===== src/rtl/mlsu_pkg.sv =====
`default_nettype none
// ============================================================================
// Package  : mlsu_pkg
// Brief    : Shared types and helpers for the MLSU request pre-decoder.
// Revision : 1.0
// ============================================================================
package mlsu_pkg;

  localparam int unsigned MLSU_ADDR_W = 64;
  localparam int unsigned MLSU_TILE_W = 8;
  localparam int unsigned MLSU_ID_W   = 4;

  localparam logic [1:0] c_mop_row     = 2'b00;
  localparam logic [1:0] c_mop_col     = 2'b01;
  localparam logic [1:0] c_mop_bcast   = 2'b10;
  localparam logic [1:0] c_mop_illegal = 2'b11;

  // Bit position equals the mop encoding, so a decoded mode is simply 1 << mop.
  typedef enum logic [2:0] {
    M_MODE_ROW   = 3'b001,
    M_MODE_COL   = 3'b010,
    M_MODE_BCAST = 3'b100
  } m_mode_oh_e;

  typedef struct packed {
    logic [MLSU_ID_W-1:0]   id;
    m_mode_oh_e             mode;
    logic [MLSU_ADDR_W-1:0] addr;
    logic [MLSU_TILE_W-1:0] row_idx;
    logic                   last;
    logic [1:0]             sew;
    logic [3:0]             md;
    logic                   is_load;
    logic                   vm;
  } mlsu_predec_row_t;

  function automatic logic [2:0] mop_to_mode_oh(input logic [1:0] mop);
    logic [2:0] mode;
    case (mop)
      c_mop_row:   mode = M_MODE_ROW;
      c_mop_col:   mode = M_MODE_COL;
      c_mop_bcast: mode = M_MODE_BCAST;
      default:     mode = 3'b000;
    endcase
    return mode;
  endfunction

endpackage
`default_nettype wire


===== src/rtl/mlsu_tile_predecoder_queue_flow.sv =====
`default_nettype none
// ============================================================================
// Module   : QueueFlow
// Brief    : Registered FIFO (no fall-through) with synchronous flush.
// Revision : 1.0
// ============================================================================
module QueueFlow #(
  parameter type         T     = logic [7:0],
  parameter int unsigned DEPTH = 2
) (
  input  logic clk_i,
  input  logic rst_i,
  input  logic flush_i,
  input  logic enq_valid_i,
  output logic enq_ready_o,
  input  T     enq_data_i,
  output logic deq_valid_o,
  input  logic deq_ready_i,
  output T     deq_data_o
);

  localparam int unsigned c_ptr_w = (DEPTH > 1) ? $clog2(DEPTH) : 1;
  localparam int unsigned c_cnt_w = $clog2(DEPTH + 1);

  T                   r_mem [DEPTH];
  logic [c_ptr_w-1:0] r_wr_ptr;
  logic [c_ptr_w-1:0] r_rd_ptr;
  logic [c_cnt_w-1:0] r_count;

  logic w_full;
  logic w_enq_fire;
  logic w_deq_fire;

  function automatic logic [c_ptr_w-1:0] next_ptr(input logic [c_ptr_w-1:0] ptr);
    return (ptr == c_ptr_w'(DEPTH - 1)) ? '0 : ptr + 1'b1;
  endfunction

  assign w_full      = (r_count == c_cnt_w'(DEPTH));
  assign deq_valid_o = (r_count != '0);
  assign deq_data_o  = r_mem[r_rd_ptr];
  // A dequeue in the same cycle frees the slot, so a full queue still accepts.
  assign enq_ready_o = !w_full || deq_ready_i;
  assign w_enq_fire  = enq_valid_i && enq_ready_o;
  assign w_deq_fire  = deq_valid_o && deq_ready_i;

  always_ff @(posedge clk_i or posedge rst_i) begin
    if (rst_i) begin
      for (int i = 0; i < int'(DEPTH); i++) r_mem[i] <= '0;
      r_wr_ptr <= '0;
      r_rd_ptr <= '0;
      r_count  <= '0;
    end else if (flush_i) begin
      r_wr_ptr <= '0;
      r_rd_ptr <= '0;
      r_count  <= '0;
    end else begin
      if (w_enq_fire) begin
        r_mem[r_wr_ptr] <= enq_data_i;
        r_wr_ptr        <= next_ptr(r_wr_ptr);
      end
      if (w_deq_fire) r_rd_ptr <= next_ptr(r_rd_ptr);
      case ({w_enq_fire, w_deq_fire})
        2'b10:   r_count <= r_count + 1'b1;
        2'b01:   r_count <= r_count - 1'b1;
        default: r_count <= r_count;
      endcase
    end
  end

endmodule
`default_nettype wire


===== src/rtl/mlsu_tile_predecoder.sv =====
`default_nettype none
// ============================================================================
// Module   : mlsu_tile_predecoder
// Brief    : Expands one matrix load/store request into per-row requests.
// Revision : 1.0
// ============================================================================
module mlsu_tile_predecoder
  import mlsu_pkg::*;
#(
  parameter int unsigned ADDR_W = 64,
  parameter int unsigned TILE_W = 8,
  parameter int unsigned ID_W   = 4,
  parameter int unsigned DEPTH  = 2
) (
  input  logic              clk_i,
  input  logic              rst_i,
  input  logic              req_valid_i,
  output logic              req_ready_o,
  input  logic [ID_W-1:0]   req_id_i,
  input  logic [1:0]        req_mop_i,
  input  logic [ADDR_W-1:0] req_base_addr_i,
  input  logic [ADDR_W-1:0] req_stride_i,
  input  logic [1:0]        req_sew_i,
  input  logic [TILE_W-1:0] req_tile_i,
  input  logic [3:0]        req_md_i,
  input  logic              req_is_load_i,
  input  logic              req_vm_i,
  input  logic              flush_i,
  output logic              out_valid_o,
  input  logic              out_ready_i,
  output logic [ID_W-1:0]   out_id_o,
  output logic [2:0]        out_mode_o,
  output logic [ADDR_W-1:0] out_addr_o,
  output logic [TILE_W-1:0] out_row_idx_o,
  output logic              out_last_o,
  output logic [1:0]        out_sew_o,
  output logic [3:0]        out_md_o,
  output logic              out_is_load_o,
  output logic              out_vm_o,
  output logic              err_valid_o,
  output logic [ID_W-1:0]   err_id_o,
  output logic              busy_o
);

  localparam logic [0:0] S_IDLE = 1'b0;
  localparam logic [0:0] S_GEN  = 1'b1;

  // Same fields as mlsu_predec_row_t, sized by this instance's parameters.
  typedef struct packed {
    logic [ID_W-1:0]   id;
    logic [2:0]        mode;
    logic [ADDR_W-1:0] addr;
    logic [TILE_W-1:0] row_idx;
    logic              last;
    logic [1:0]        sew;
    logic [3:0]        md;
    logic              is_load;
    logic              vm;
  } row_t;

  logic [0:0]        r_state;
  logic [ID_W-1:0]   r_id;
  logic [1:0]        r_mop;
  logic [ADDR_W-1:0] r_addr;
  logic [ADDR_W-1:0] r_stride;
  logic [1:0]        r_sew;
  logic [3:0]        r_md;
  logic              r_is_load;
  logic              r_vm;
  logic [TILE_W-1:0] r_rows_left;
  logic [TILE_W-1:0] r_idx;
  logic              r_err_valid;
  logic [ID_W-1:0]   r_err_id;

  logic              w_enq_valid;
  logic              w_enq_ready;
  logic              w_enq_fire;
  logic              w_last;
  logic              w_accept;
  logic [ADDR_W-1:0] w_addr_step;
  row_t              w_enq_row;
  row_t              w_deq_row;

  assign w_enq_valid = (r_state == S_GEN);
  assign w_enq_fire  = w_enq_valid && w_enq_ready;
  assign w_last      = (r_rows_left == TILE_W'(1));
  assign req_ready_o = !flush_i &&
                       ((r_state == S_IDLE) || ((r_state == S_GEN) && w_last && w_enq_ready));
  assign w_accept    = req_valid_i && req_ready_o;

  always_comb begin
    w_addr_step = '0;
    case (r_mop)
      c_mop_row: w_addr_step = r_stride;
      c_mop_col: w_addr_step = ADDR_W'(1) << r_sew;
      default:   w_addr_step = '0;
    endcase
  end

  always_comb begin
    w_enq_row         = '0;
    w_enq_row.id      = r_id;
    w_enq_row.mode    = mop_to_mode_oh(r_mop);
    w_enq_row.addr    = r_addr;
    w_enq_row.row_idx = r_idx;
    w_enq_row.last    = w_last;
    w_enq_row.sew     = r_sew;
    w_enq_row.md      = r_md;
    w_enq_row.is_load = r_is_load;
    w_enq_row.vm      = r_vm;
  end

  // An accept on the final enqueue overrides the return to idle so the next tile follows without a bubble.
  always_ff @(posedge clk_i or posedge rst_i) begin
    if (rst_i) begin
      r_state     <= S_IDLE;
      r_id        <= '0;
      r_mop       <= '0;
      r_addr      <= '0;
      r_stride    <= '0;
      r_sew       <= '0;
      r_md        <= '0;
      r_is_load   <= 1'b0;
      r_vm        <= 1'b0;
      r_rows_left <= '0;
      r_idx       <= '0;
      r_err_valid <= 1'b0;
      r_err_id    <= '0;
    end else if (flush_i) begin
      r_state     <= S_IDLE;
      r_rows_left <= '0;
      r_idx       <= '0;
      r_err_valid <= 1'b0;
    end else begin
      r_err_valid <= 1'b0;
      if (w_enq_fire) begin
        r_addr      <= r_addr + w_addr_step;
        r_rows_left <= r_rows_left - 1'b1;
        r_idx       <= r_idx + 1'b1;
        if (w_last) r_state <= S_IDLE;
      end
      if (w_accept) begin
        r_id      <= req_id_i;
        r_mop     <= req_mop_i;
        r_addr    <= req_base_addr_i;
        r_stride  <= req_stride_i;
        r_sew     <= req_sew_i;
        r_md      <= req_md_i;
        r_is_load <= req_is_load_i;
        r_vm      <= req_vm_i;
        r_idx     <= '0;
        if (req_mop_i == c_mop_illegal) begin
          r_err_valid <= 1'b1;
          r_err_id    <= req_id_i;
          r_rows_left <= '0;
        end else if (req_tile_i == '0) begin
          r_rows_left <= '0;
        end else begin
          r_rows_left <= req_tile_i;
          r_state     <= S_GEN;
        end
      end
    end
  end

  QueueFlow #(
    .T     (row_t),
    .DEPTH (DEPTH)
  ) u_queue (
    .clk_i       (clk_i),
    .rst_i       (rst_i),
    .flush_i     (flush_i),
    .enq_valid_i (w_enq_valid),
    .enq_ready_o (w_enq_ready),
    .enq_data_i  (w_enq_row),
    .deq_valid_o (out_valid_o),
    .deq_ready_i (out_ready_i),
    .deq_data_o  (w_deq_row)
  );

  assign out_id_o      = w_deq_row.id;
  assign out_mode_o    = w_deq_row.mode;
  assign out_addr_o    = w_deq_row.addr;
  assign out_row_idx_o = w_deq_row.row_idx;
  assign out_last_o    = w_deq_row.last;
  assign out_sew_o     = w_deq_row.sew;
  assign out_md_o      = w_deq_row.md;
  assign out_is_load_o = w_deq_row.is_load;
  assign out_vm_o      = w_deq_row.vm;
  assign err_valid_o   = r_err_valid;
  assign err_id_o      = r_err_id;
  assign busy_o        = (r_state == S_GEN) || out_valid_o;

endmodule
`default_nettype wire

===== config.mk =====
export PLATFORM = sky130hd
export DESIGN_NAME = mlsu_tile_predecoder
export DESIGN_NICKNAME = d
export VERILOG_FILES = /design/src/rtl/mlsu_pkg.sv /design/src/rtl/mlsu_tile_predecoder_queue_flow.sv /design/src/rtl/mlsu_tile_predecoder.sv
export SDC_FILE = /design/constraint.sdc
export NUM_CORES = 1
export LEC_CHECK = 0
export ABC_AREA = 1
export BUFFER_PORTS_ARGS = -buffer_cell sky130_fd_sc_hd__buf_4
export CAP_MARGIN = 20
export CORE_MARGIN = 2
export CORE_UTILIZATION = 36
export CTS_BUF_LIST = sky130_fd_sc_hd__clkbuf_8
export DETAILED_ROUTE_END_ITERATION = 8
export GPL_TIMING_DRIVEN = 0
export PLACE_DENSITY = 0.55
export SETUP_SLACK_MARGIN = 0.15
export SYNTH_ARGS = -nofsm -noshare
export SYNTH_HDL_FRONTEND = slang
export SYNTH_SLANG_ARGS = --single-unit

===== constraint.sdc =====
create_clock -name clk_i -period 14.4 [get_ports clk_i]
set_input_delay 1.44 -clock clk_i [delete_from_list [all_inputs] [get_ports clk_i]]
set_output_delay 1.44 -clock clk_i [all_outputs]
set_load 0.005 [all_outputs]

==> results_dict.tcl <==
set metrics [dict create \
    rsz0062_at_grt "no" \
    critPathKind "flop to output port" \
    fill_cells 6209 \
    cts_made_buffers 61 \
    cts-root-buf "clkbuf_8" \
    post-route-period-util_pct 34.9 \
    synth_ff_type "dfrtp_1" \
    cp_slowest_cell "clkbuf_1" \
    ys_seq_area_share_pct 41.4 \
    cts_resized 0 \
    ir_drop_mv 0.0775 \
    syn_inst 3089 \
    wl_per_cell_um 18.0 \
    finalNonFillerCells 4219 \
    crit_fanout 10 \
    firstDrtPassIters 5 \
    clk_latency_ps 720 \
    numPortBuffers 250 \
    cts_hold_buf 0 \
    crit_top_cell "clkbuf_1" \
    max_stage_delay_ps 730 \
    drt_iter0_markers 1529 \
    slew_violations 0 \
    drc 0 \
    cts.sinks 344 \
    yosysWarnings 0 \
    path_buf_inv 4 \
    crit_family "buffers and inverters" \
    viasPerCell 4.74 \
    tightest_slew_ps 884 \
    routed_wirelength_um 75900 \
    relSlewSlack_pct 41.1 \
    worstReg2RegEnd "r_addr[60]" \
    design_power_total_uw 4400 \
    grt_max_degree 126 \
    cts_setup_buffers 0 \
    synthArstFlopShare_pct 100 \
    skew_ps 42.2 \
    synth-edff-count 0 \
    die-area_mm2 0.0597 \
    area_delta_synth_final_pct 20.4 \
    endpoint_kind "output port" \
    final_common_cell "nand2_1" \
    power.density_mw_per_mm2 176 \
    synth_nets 3311 \
    tns_ps 0 \
    htreeDepth 2 \
    start_util_pct 36.2 \
    grt_overflow_total 0 \
    place_inst 4106 \
    grt_pass1_vias 19500 \
    fmax_mhz 199 \
    nNetsFinal 3626 \
    die_w_um 244 \
    max_cap_violations 0 \
    status "finished, final reports clean" \
    min_period_ps 5020 \
    placement.cell_area_mm2 0.0237 \
    dp_hpwl_um 59200 \
    cts_buffer_depth 3 \
    required_ps 12960 \
    reg2reg_depth 17 \
    whs_path_depth 2 \
    num_rows 88 \
    ys_types 36 \
    syn_area_per_cell_um2 6.73 \
    drive_gt1_share_pct 12.3 \
    r2r_setup_slack_ps 9890 \
    grt_pass1_wl_um 114000 \
    ys_seq_elements 344 \
    route.vias.total 20000 \
    mostFrequentLayoutCells "nand2_1 (1175), inv_1 (580), dfrtp_1 (344)" \
    tritoncts "done" \
    regToRegStartpoint "r_mop[0]" \
    start_kind "flop" \
    netlist_area_mm2 0.0208 \
    hold-worst-slack_ps 471 \
    num_io_pins 251 \
    fp.dieH_um 244 \
    path_clk_slew_ps 60 \
    whs_endpoint "u_queue.r_mem[53]" \
    antenna_found_initial 2 \
    cp.arrival_ps 3580 \
    leakagePower_uw 0.0136 \
    core_area_mm2 0.0574 \
    cp_cell_sequence "clkbuf_1, clkbuf_1, clkbuf_1, nand2_1, o21ai_0, buf_4" \
    grt_use_total_pct 25.3 \
    min_from "u_queue.r_mem[53]" \
    gp_routability_congestion 0.945 \
    hold_class "flop to flop" \
    fin_area_mm2 0.0250 \
    final_hold_viol_count 0 \
    final-setup-viol-count 0 \
    drtAntennaViolNets 0 \
]
[metal layers]
layer | wire [um] | up-vias | track usage (%) | part of all wire, %
met5 | 0 | - | 0 | 0
met4 | 2480 | 0 | 8.86 | 3.3
met3 | 4420 | 131 | 3.44 | 5.8
met2 | 33400 | 600 | 39.9 | 44
met1 | 35500 | 9209 | 35.7 | 47
li1 | - | 10100 | - | -
[kinds of logic (layout without fill, tap and decap cells)]
logic type               after synthesis  count (layout)  synth area share (%)
XOR/XNOR                              41              41                  1.73
AO/OA/AOI/OAI                        451             451                  11.4
adder cells (fa/ha/maj)               67              67                  4.07
buffers and inverters                676            1040                  12.8
AND/OR/NAND/NOR                     1510            1510                  28.6
flip-flops                           344             344                  41.4
other                                  0               1                     0
[metrics by stage]
stage / util, % / setup slack [ps]
2_1_floorplan: - / 3420
3_5_place_dp: 41.3 / 10110
3_3_place_gp: 41.2 / -943
5_1_grt: 43.6 / 9290
4_1_cts: 43.6 / 9340
6_report: 43.6 / 9380
[cells in the mapped netlist (all sizes together) (11+ instances only)]
library cell     n  share of area [%]
nand2         1180                 21
inv            573                 10
o21ai          360                8.7
dfrtp          344                 41
nor2           192                3.6
nand3           98                2.4
ha              66                4.0
buf             56                1.6
clkbuf          46               0.83
a21oi           45                1.1
xnor2           27                1.1
o211ai          19               0.69
nor3            16               0.39
xor2            14               0.59
nand4           11               0.33
o22ai           11               0.33
[cell type report]
| cell class | count | area, um2 | area share [%] |
|---|---|---|---|
| multi-input cells | 2069 | 9520 | 38.0 |
| plain buffers | 102 | 512 | 2.04 |
| inverters | 574 | 2160 | 8.63 |
| repair buffers | 252 | 1930 | 7.72 |
| well taps | 765 | 957 | 3.82 |
| clock inverters | 26 | 164 | 0.655 |
| flip-flops and latches | 344 | 8610 | 34.4 |
| clock buffers | 86 | 1180 | 4.73 |
| diodes | 1 | 2.50 | 0.00999 |
[power by group]
group | switching [uW] | internal [uW] | total, uW
clock | 448 | 549 | 997
combinational | 1180 | 681 | 1860
sequential | 246 | 1300 | 1540
total | 1870 | 2530 | 4400
[tightest hold or removal path, stage by stage, from the launching register on]
cell     delay (ps)
dfrtp_1         340
nand2_1          50
nand2_1          50
[worst max-delay path by stage]
stage                      from             end  slack [ps]  depth (start not counted)
2_1_floorplan             rst_i     err_id_o[0]        3420                          1
3_3_place_gp              rst_i    r_stride[16]        -940                          2
3_5_place_dp   u_queue.r_rd_ptr  out_addr_o[38]       10110                          6
4_1_cts        u_queue.r_rd_ptr  out_addr_o[38]        9340                          6
5_1_grt        u_queue.r_rd_ptr  out_addr_o[39]        9290                          6
6_report       u_queue.r_rd_ptr  out_addr_o[41]        9380                          6
[registers in the layout, indices dropped and copies added (netlist names), 2 cells and up]
register	cells
err_id_o	4
r_addr	64
r_id	4
r_idx	8
r_md	4
r_mop	2
r_rows_left	8
r_sew	2
r_stride	64
u_queue.r_count	2
u_queue.r_mem	176
Power figures use the tool's default switching activity.
